## config.mk

```make
export PLATFORM = sky130hd
export DESIGN_NAME = div_core_arbiter
export DESIGN_NICKNAME = d
export VERILOG_FILES = /design/src/rtl/div_core_arbiter.sv
export SDC_FILE = /design/constraint.sdc
export NUM_CORES = 1
export LEC_CHECK = 0
export CAP_MARGIN = 20
export CORE_AREA = 2 2 143 145
export CTS_CLUSTER_SIZE = 40
export DETAILED_ROUTE_END_ITERATION = 8
export DIE_AREA = 0 0 145 147
export GPL_ROUTABILITY_DRIVEN = 0
export PLACE_DENSITY = 0.69
export SYNTH_ARGS = -nofsm -noshare
export SYNTH_HDL_FRONTEND = slang
export SYNTH_SLANG_ARGS = --single-unit
```

## constraint.sdc

```tcl
create_clock -name clk -period 1.8 [get_ports clk]
set_input_delay 0.18 -clock clk [delete_from_list [all_inputs] [get_ports clk]]
set_output_delay 0.18 -clock clk [all_outputs]
set_load 0.03 [all_outputs]
```

## src/rtl/div_core_arbiter.sv

```systemverilog
// ---------------------------------------------------------------------------
// div_core_arbiter
//
// Shares a single unsigned div_core between NUM_REQ requesters. Requests are
// granted round-robin, the winner's operands are captured and launched into
// the core with a one-cycle start pulse, and the result is held for the
// winner until that requester acknowledges it. One division in flight.
//
// Optional feature (macro DIV_ARB_REUSE_EN): a one-entry result cache. An
// accepted request whose dividend/divisor match the last completed division
// is answered from the cache (IDLE -> RESP, rsp_valid one cycle after the
// accept, no core launch). With the macro undefined, every accept launches
// the core and no cache registers exist.
//
// Ports
//   clk, rst                 clock, synchronous active-low reset
//   req_valid/req_ready      per-requester handshake, ready is one-hot in IDLE
//   req_dividend/divisor     packed operands, slice i = requester i
//   req_*_clz, req_divisor_is_zero   pre-processed side info, passed through
//   rsp_valid/rsp_ack        one-hot result valid to the winner, winner's ack
//   rsp_quotient/remainder   registered result
//   core_start               one-cycle launch pulse to div_core
//   core_dividend/divisor, core_*_clz, core_divisor_is_zero  registered operands
//   core_done, core_quotient/remainder  div_core completion and results
//   busy                     arbiter is not idle
// ---------------------------------------------------------------------------
module div_core_arbiter #(
  parameter  int NUM_REQ    = 2,
  parameter  int DATA_WIDTH = 32,
  localparam int CLZ_W      = $clog2(DATA_WIDTH)
) (
  input  logic                        clk,
  input  logic                        rst,
  input  logic [NUM_REQ-1:0]          req_valid,
  output logic [NUM_REQ-1:0]          req_ready,
  input  logic [NUM_REQ*DATA_WIDTH-1:0] req_dividend,
  input  logic [NUM_REQ*DATA_WIDTH-1:0] req_divisor,
  input  logic [NUM_REQ*CLZ_W-1:0]    req_dividend_clz,
  input  logic [NUM_REQ*CLZ_W-1:0]    req_divisor_clz,
  input  logic [NUM_REQ-1:0]          req_divisor_is_zero,
  output logic [NUM_REQ-1:0]          rsp_valid,
  input  logic [NUM_REQ-1:0]          rsp_ack,
  output logic [DATA_WIDTH-1:0]       rsp_quotient,
  output logic [DATA_WIDTH-1:0]       rsp_remainder,
  output logic                        core_start,
  output logic [DATA_WIDTH-1:0]       core_dividend,
  output logic [DATA_WIDTH-1:0]       core_divisor,
  output logic [CLZ_W-1:0]            core_dividend_clz,
  output logic [CLZ_W-1:0]            core_divisor_clz,
  output logic                        core_divisor_is_zero,
  input  logic                        core_done,
  input  logic [DATA_WIDTH-1:0]       core_quotient,
  input  logic [DATA_WIDTH-1:0]       core_remainder,
  output logic                        busy
);

  localparam int IDX_W = $clog2(NUM_REQ);

  typedef enum logic [1:0] {S_IDLE, S_LAUNCH, S_WAIT, S_RESP} state_e;

  state_e                  state_q;
  logic [IDX_W-1:0]        rr_last_q;
  logic [IDX_W-1:0]        win_q;
  logic [NUM_REQ-1:0]      rsp_valid_q;
  logic [DATA_WIDTH-1:0]   rsp_quotient_q, rsp_remainder_q;
  logic                    core_start_q;
  logic [DATA_WIDTH-1:0]   core_dividend_q, core_divisor_q;
  logic [CLZ_W-1:0]        core_dividend_clz_q, core_divisor_clz_q;
  logic                    core_divisor_is_zero_q;

  // Round-robin search: first valid requester strictly after rr_last_q.
  logic                    grant_vld_d;
  logic [IDX_W-1:0]        grant_idx_d;
  logic [IDX_W-1:0]        cand;

  // NOTE: every variable driven in always_comb gets a default first, so no
  // path leaves it unassigned and no latch is inferred.
  always_comb begin
    grant_vld_d = 1'b0;
    grant_idx_d = rr_last_q;
    cand        = '0;
    for (int k = 1; k <= NUM_REQ; k++) begin
      cand = IDX_W'((int'(rr_last_q) + k) % NUM_REQ);
      if (!grant_vld_d && req_valid[cand]) begin
        grant_vld_d = 1'b1;
        grant_idx_d = cand;
      end
    end
  end

  // Operands of the requester that would win this cycle.
  logic [DATA_WIDTH-1:0] sel_dividend, sel_divisor;
  logic [CLZ_W-1:0]      sel_dividend_clz, sel_divisor_clz;
  logic                  sel_divisor_is_zero;

  assign sel_dividend        = req_dividend[int'(grant_idx_d)*DATA_WIDTH +: DATA_WIDTH];
  assign sel_divisor         = req_divisor[int'(grant_idx_d)*DATA_WIDTH +: DATA_WIDTH];
  assign sel_dividend_clz    = req_dividend_clz[int'(grant_idx_d)*CLZ_W +: CLZ_W];
  assign sel_divisor_clz     = req_divisor_clz[int'(grant_idx_d)*CLZ_W +: CLZ_W];
  assign sel_divisor_is_zero = req_divisor_is_zero[grant_idx_d];

  always_comb begin
    req_ready = '0;
    if (state_q == S_IDLE && grant_vld_d) req_ready[grant_idx_d] = 1'b1;
  end

`ifdef DIV_ARB_REUSE_EN
  logic                  last_valid_q;
  logic [DATA_WIDTH-1:0] last_dividend_q, last_divisor_q;
  logic [DATA_WIDTH-1:0] last_quotient_q, last_remainder_q;
  logic                  reuse_hit;

  assign reuse_hit = last_valid_q && (sel_dividend == last_dividend_q) &&
                     (sel_divisor == last_divisor_q);
`endif

  // NOTE: sequential state uses non-blocking assignments only, so every
  // register samples the pre-edge values regardless of statement order.
  always_ff @(posedge clk) begin
    if (!rst) begin
      state_q                <= S_IDLE;
      rr_last_q              <= IDX_W'(NUM_REQ - 1);
      win_q                  <= '0;
      rsp_valid_q            <= '0;
      rsp_quotient_q         <= '0;
      rsp_remainder_q        <= '0;
      core_start_q           <= 1'b0;
      core_dividend_q        <= '0;
      core_divisor_q         <= '0;
      core_dividend_clz_q    <= '0;
      core_divisor_clz_q     <= '0;
      core_divisor_is_zero_q <= 1'b0;
`ifdef DIV_ARB_REUSE_EN
      // NOTE: the cache contents are reset too, not just the valid bit, so
      // outputs never expose uninitialised data after reset.
      last_valid_q           <= 1'b0;
      last_dividend_q        <= '0;
      last_divisor_q         <= '0;
      last_quotient_q        <= '0;
      last_remainder_q       <= '0;
`endif
    end else begin
      core_start_q <= 1'b0;
      case (state_q)
        S_IDLE: begin
          if (grant_vld_d) begin
            win_q                  <= grant_idx_d;
            rr_last_q              <= grant_idx_d;
            core_dividend_q        <= sel_dividend;
            core_divisor_q         <= sel_divisor;
            core_dividend_clz_q    <= sel_dividend_clz;
            core_divisor_clz_q     <= sel_divisor_clz;
            core_divisor_is_zero_q <= sel_divisor_is_zero;
`ifdef DIV_ARB_REUSE_EN
            if (reuse_hit) begin
              state_q         <= S_RESP;
              rsp_valid_q     <= NUM_REQ'(1) << grant_idx_d;
              rsp_quotient_q  <= last_quotient_q;
              rsp_remainder_q <= last_remainder_q;
            end else
`endif
            begin
              state_q      <= S_LAUNCH;
              core_start_q <= 1'b1;
            end
          end
        end
        // core_start_q is high for exactly this state.
        S_LAUNCH: state_q <= S_WAIT;
        S_WAIT: begin
          if (core_done) begin
            state_q         <= S_RESP;
            rsp_valid_q     <= NUM_REQ'(1) << win_q;
            rsp_quotient_q  <= core_quotient;
            rsp_remainder_q <= core_remainder;
`ifdef DIV_ARB_REUSE_EN
            last_valid_q     <= 1'b1;
            last_dividend_q  <= core_dividend_q;
            last_divisor_q   <= core_divisor_q;
            last_quotient_q  <= core_quotient;
            last_remainder_q <= core_remainder;
`endif
          end
        end
        S_RESP: begin
          // Only the current winner's ack ends the transaction.
          if (rsp_ack[win_q]) begin
            state_q     <= S_IDLE;
            rsp_valid_q <= '0;
          end
        end
        default: state_q <= S_IDLE;
      endcase
    end
  end

  assign rsp_valid            = rsp_valid_q;
  assign rsp_quotient         = rsp_quotient_q;
  assign rsp_remainder        = rsp_remainder_q;
  assign core_start           = core_start_q;
  assign core_dividend        = core_dividend_q;
  assign core_divisor         = core_divisor_q;
  assign core_dividend_clz    = core_dividend_clz_q;
  assign core_divisor_clz     = core_divisor_clz_q;
  assign core_divisor_is_zero = core_divisor_is_zero_q;
  assign busy                 = (state_q != S_IDLE);

endmodule

```

==> flow_summary.ini, run 1 <==
[cts]
htreeDepth = 4
clkSlewWorstSetupHoldPaths_ns = 0.06
numCtsBuffers = 17
clock-sinks = 146
clock_path_buffers = 2
worstSkewPairLatency_ns = 0.42
cts_tree = done
cts_root_buffer = clkbuf_16
ctsHoldBuffers = 0

[sta]
final_hold_viol_count = 0
holdWs_ns = 0.106
max_freq_mhz = 583
slew_violations = 0
worstMarginPinSlew_ns = 0.497
tns_ns = 0
rsz0062_at_grt = false
fin_worst_skew_ns = 0.0133
period_needed_ns = 1.71
slew_headroom_pct = 66.9
finalCritPeriodShare_pct = 95.2
finalSetupViolations = 0

[synth]
synth_area_leaders = dfxtp_1 (47%), o21ai_0 (9.0%), nand2_1 (8.2%)
synth_cells = 758
yosysMostFrequentCell = dfxtp_1
synth_top_area_share_pct = 47.4
synthFlopType = dfxtp_1
synth_cell_types = 26
synthTopCellsByCount = dfxtp_1 (146), nand2_1 (135), o21ai_0 (111), a31oi_1 (75), nand3_1 (75)
netlist.top_cell.by_area = dfxtp_1
yosys_warnings = 0
synthArstFlopShare_pct = 0
mappedNetlistNets = 983
avgSynthCellArea_um2 = 8.13
synth_seq_cells = 146
synth_edf_count = 0
yosysSeqAreaShare_pct = 47.4
syn_area_um2 = 6160

[cells_and_area]
design_area_um2 = 10800
diodes = 0
nets = 1322
drive_gt1_share_pct = 7.48
synthToLayoutAreaGrowth_pct = 74.9
fill_cells = 1893

[flow_run]
max-cap-violations = 0

[grt]
grt_usage_pct = 20.6
grt_pass1_vias = 6577
antenna_found_initial = 0
grt_max_degree = 88
grt.overflow.total = 0
grt_pass1_wl_um = 35200

[power_and_ir_drop]
p_leak_uw = 0.00384
power.density_nw_per_um2 = 1390
max-vdd-ir-drop_mv = 0.673

[floorplan]
core_um2 = 19800
rows = 52
num_io_pins = 366
dieArea_um2 = 21300
start_util_pct = 31.0
die_y_um = 147
fp.dieW_um = 145

[setup_path]
critPathLaunch = state_q[1]
critical_path.top_delay_family = flip-flops
crit_end = req_ready[1]
ff2ff_path_depth = 7
critPathMaxStageDelay_ns = 0.34
crit_buf_inv = 2
cp_max_fo = 4
reg2reg_from = state_q[1]
cp-end-kind = output pin
crit_type = register to output pin
critPathRequiredTime_ns = 1.62
timing.rr.end = core_divisor_clz[1]
start_kind = register
regToRegSetupSlack_ns = 0.23
cp.depth = 5
slowest_stage = dfxtp_2
arrival_ns = 1.53
crit_chain = inv_1 > ha_4 > o21a_4 > a21boi_1 > buf_4

[routing]
ant_nets = 0
route.detailed.drc = 0
firstDrtPassIters = 4
vias = 6822
avgViaCountPerCell = 4.94
route.met3.wl_um = 1760
met1_length_um = 9470
highest_layer = met4
drtIter0Drc = 238
wirelength_um = 22700
wl_per_cell_um = 16.4
wl_met2_um = 10900

[placement]
placed_cell_area_um2 = 10100
place_hpwl_um = 16000
io_buffers = 365

[worst_hold_path]
hold_class = input port to register

[run_status]
status = finished clean
[how the worst min path moves through the flow]
| stage | startpoint | end | slack, ns | depth (start not counted) |
|---|---|---|---|---|
| after CTS | rst | core_divisor[1] | 0.08 | 3 |
| after floorplan | core_quotient[0] | rsp_quotient[0] | 0.32 | 2 |
| after global placement | rsp_valid[0] | rsp_valid[0] | 0.45 | 2 |
| final | rst | state_q[1] | 0.11 | 3 |
| after global routing | rst | state_q[0] | 0.1 | 3 |
| after detailed placement | rsp_valid[0] | rsp_valid[0] | 0.45 | 2 |
[worst reg2reg max path, delay by kind of cell (launching register included)]
family | cells | cell delay (ns)
adders and majority gates | 1 | 0.17
buffers and inverters | 3 | 0.55
DFF | 1 | 0.34
AOI/OAI and AO/OA | 3 | 0.43
[cell families (layout without fill, tap and decap cells)]
kind of cell               count (synthesis)  in the layout  synth area share, %
AOI/OAI and AO/OA                        296            296                 28.5
adders and majority gates                  4              4                0.812
buffers and inverters                     83            435                 6.78
DFF                                      146            146                 47.4
muxes                                      5              5                0.812
and+or+nand+nor                          224            224                 15.6
[layout make-up]
class / count / area (µm²) / share of cell area [%]
Multi-Input combinational cell: 529 / 2870 / 26.6
Timing Repair Buffer: 400 / 4050 / 37.6
Tap cell: 270 / 338 / 3.13
Sequential cell: 146 / 2920 / 27.1
Clock buffer: 17 / 425 / 3.95
Clock inverter: 15 / 165 / 1.53
Inverter: 3 / 11.3 / 0.104
[state kept, by name, indices dropped and copies added (netlist names)]
name,cells
core_start,1
rsp_valid,2
state_q,2
core_divisor_is_zero,1
rsp_quotient,32
rr_last_q,1
core_divisor,32
core_dividend_clz,5
core_divisor_clz,5
rsp_remainder,32
core_dividend,32
win_q,1
[layer usage]
metal / vias up / track usage, %
li1: 3359 / -
met1: 3141 / 24.7
met2: 289 / 34.9
met3: 33 / 6.43
met4: 0 / 7.43
met5: - / 0
[where the power goes]
group,leakage [µW],switching [µW],internal (µW)
Sequential,0.00120,472,4130
Clock,0.000290,1590,1980
Combinational,0.00235,3900,2870
[cell usage in the layout, fill, tap and decap left out, drive strengths merged, types with 2 or more instances in the layout]
| cell | netlist | routed |
|---|---|---|
| mux2i | 5 | 5 |
| nor2b | 2 | 2 |
| nand2 | 135 | 135 |
| clkbuf | 31 | 17 |
| ha | 4 | 4 |
| buf | 49 | 38 |
| a31oi | 75 | 75 |
| nand3 | 75 | 75 |
| dfxtp | 146 | 146 |
| nor2 | 5 | 5 |
| inv | 3 | 12 |
| and2 | 2 | 2 |
| o21ai | 153 | 153 |
| a21boi | 65 | 65 |
| clkdlybuf4s50 | 0 | 361 |
| nand2b | 2 | 2 |
| clkinv | 0 | 4 |
[per-stage QoR]
step / total power (µW) / util, % / instances / worst slack (ns)
after floorplan: 8320 / - / 758 / 0.0523
after global placement: 11300 / 51.0 / 1345 / 0.0401
after detailed placement: 11400 / 51.0 / 1345 / 0.0282
after CTS: 15100 / 54.1 / 1378 / 0.0214
after global routing: 15700 / 54.3 / 1380 / 0.00879
final: 14900 / 54.3 / 1380 / 0.0858
[repair_timing]
item | CTS | global route
setup endpoints to repair | 3 | 1
gates cloned | 0 | 0
gates resized for setup | 6 | 2
setup buffers | 1 | 2
pin swaps | 0 | 0
(Power assumes the default switching activity.)
==> run 2, diff against run 1 <==
--- a/config.mk
+++ b/config.mk
@@ -5,6 +5,7 @@
 export SDC_FILE = /design/constraint.sdc
 export NUM_CORES = 1
 export LEC_CHECK = 0
+export ABC_AREA = 1
 export CAP_MARGIN = 20
 export CORE_AREA = 2 2 143 145
 export CTS_CLUSTER_SIZE = 40
==> run 2 against run 1 <==
Die area stayed put. Cell count is 12% higher. Sequential share of layout area is 0.44 points lower. Core utilization is 0.91 points higher. First-iteration DRC count is 14% higher. Largest cell class unchanged. Critical endpoint unchanged.
==> flow_summary.ini, run 2 <==
[synth]
netlist.top_cell.by_area = dfxtp_1
avgSynthCellArea_um2 = 6.78
synth-compound-area-share_pct = 11.5
syn_area_um2 = 6240
synthTopCellsByCount = nand2_1 (318), dfxtp_1 (146), nor2_1 (136), nand3_1 (78), a21oi_1 (75)
synth_area_leaders = dfxtp_1 (47%), nand2_1 (19%), nor2_1 (8.2%)
yosysSeqAreaShare_pct = 46.9
synthFlopType = dfxtp_1
yosysMostFrequentCell = nand2_1
synth_seq_cells = 146
yosys_warnings = 0
synth_fa_ha_area_share_pct = 0.802
synth-simple-area-share_pct = 34.4
synthArstFlopShare_pct = 0
yosys-mux-area-fraction_pct = 0
synth_cell_types = 20
synth_top_area_share_pct = 46.9
mappedNetlistNets = 1145
synth_xor_xnor_area_share_pct = 0
synth_cells = 920
synth_top_family_by_area = simple AND/OR/NAND/NOR gates
synth_edf_count = 0

[cts]
numCtsBuffers = 17
clock-sinks = 146
ctsHoldBuffers = 0
clock_path_buffers = 2
htreeDepth = 4
worstSkewPairLatency_ns = 0.42
clkSlewWorstSetupHoldPaths_ns = 0.06
cts_tree = done
cts_root_buffer = clkbuf_16

[setup_path]
cp-end-kind = output pin
cp_max_fo = 3
critPathRequiredTime_ns = 1.62
start_kind = register
crit_type = register to output pin
arrival_ns = 1.55

[cells_and_area]
mostFrequentLayoutCells = clkdlybuf4s50_1 (361), nand2_1 (315), dfxtp_1 (144)
final_common_cell = clkdlybuf4s50_1
drive_gt1_share_pct = 6.13
fill_cells = 1889
synthToLayoutAreaGrowth_pct = 75.7
nets = 1485
fin_cells = 1546

[sta]
period_needed_ns = 1.73
worstMarginPinSlew_ns = 0.426
holdWs_ns = 0.107
slew_violations = 0
max_freq_mhz = 579
rsz0062_at_grt = true
finalSetupViolations = 0
final_hold_viol_count = 0
tns_ns = 0
finalCritPeriodShare_pct = 95.9
fin_worst_skew_ns = 0.0191
slew_headroom_pct = 71.5

[power_and_ir_drop]
p_leak_uw = 0.00447
max-vdd-ir-drop_mv = 0.766
power.density_nw_per_um2 = 1460

[floorplan]
fp.dieW_um = 145
rows = 52
die_y_um = 147
num_io_pins = 366
dieArea_um2 = 21300
start_util_pct = 31.4
core_um2 = 19800

[grt]
grt_pass1_wl_um = 35900
antenna_found_initial = 3
grt_max_degree = 77
grt.overflow.total = 0
grt_usage_pct = 21.1
grt_pass1_vias = 6802

[routing]
vias = 7114
firstDrtPassIters = 5
avgViaCountPerCell = 4.60
drtIter0Drc = 271
ant_nets = 0
wirelength_um = 23000
wl_per_cell_um = 14.9
route.detailed.drc = 0

[run_status]
status = finished clean

[placement]
place_hpwl_um = 16500
dp.cells = 1506
io_buffers = 365

[worst_hold_path]
hold_class = input port to register

[flow_run]
max-cap-violations = 0
==> run 2: changes by cell type after synthesis, sizes merged, moves of 17 or more <==
cell    before  now
a21boi      65    0
inv          3   20
o21ai      153   66
nand2      135  318
nor2         5  138
a31oi       75    0
a21oi        0   75
==> run 2: final cells by class <==
| type | count | area, µm² | share of cell area, % |
|---|---|---|---|
| repair buffers | 390 | 4060 | 37.1 |
| multi-input cells | 685 | 2950 | 26.9 |
| flip-flops and latches | 146 | 2930 | 26.7 |
| clock buffers | 19 | 453 | 4.13 |
| well taps | 270 | 338 | 3.08 |
| clock inverters | 13 | 150 | 1.37 |
| inverters | 20 | 77.6 | 0.708 |
| diodes | 3 | 7.51 | 0.0685 |
==> run 2: metal layers <==
metal / routed length (µm) / vias up / GRT usage, %
met5: 0 / - / 0
met4: 706 / 0 / 10.0
met3: 1960 / 41 / 7.24
met2: 10800 / 299 / 34.9
met1: 9500 / 3154 / 24.6
li1: - / 3620 / -
==> run 2: repair_timing <==
item | CTS | global route
setup endpoints to repair | 3 | 2
setup buffers | 2 | 1
gates cloned | 2 | 0
pin swaps | 1 | 1
gates resized for setup | 8 | 5
==> run 2: power breakdown <==
part           leakage [µW]  internal (µW)  switching (µW)
combinational       0.00298           3330            4580
sequential          0.00120           4050             417
clock              0.000296           2140            1470
==> run 2: final timing paths <==
check	startpoint	end	slack, ns	cells after the start
max reg2reg	state_q[1]	core_dividend[8]	0.21	9
max	state_q[1]	req_ready[1]	0.07	8
min reg2reg	core_dividend_clz[1]	core_dividend_clz[1]	0.46	2
min	rst	rsp_remainder[13]	0.11	3
==> run 2: critical path, cell delays in order (launching register included) <==
cell and delay (ns):
dfxtp_2 0.33, inv_2 0.08, ha_4 0.13, inv_2 0.05, nor2_4 0.17, buf_12 0.12, nand2_1 0.06, inv_1 0.07
buf_6 0.12
==> run 2: stage by stage <==
stage	utilization, %	setup WS, ns	total power (µW)	instance area [µm²]
final	55.2	0.0741	16000	11000
after global routing	55.2	-0.00674	17000	11000
after CTS	55.1	0.0000755	16100	10900
after detailed placement	51.5	0.0739	12100	10200
after global placement	51.5	0.123	12100	10200
after floorplan	-	0.0732	8970	6240
==> run 2: logic make-up (layout without fill, tap and decap cells) <==
| kind of cell | Yosys count | count (layout) |
|---|---|---|
| flops | 146 | 146 |
| simple gates | 539 | 539 |
| fa+ha+maj | 4 | 4 |
| buf+inv | 89 | 442 |
| compound gates | 142 | 142 |
| other cells | 0 | 3 |
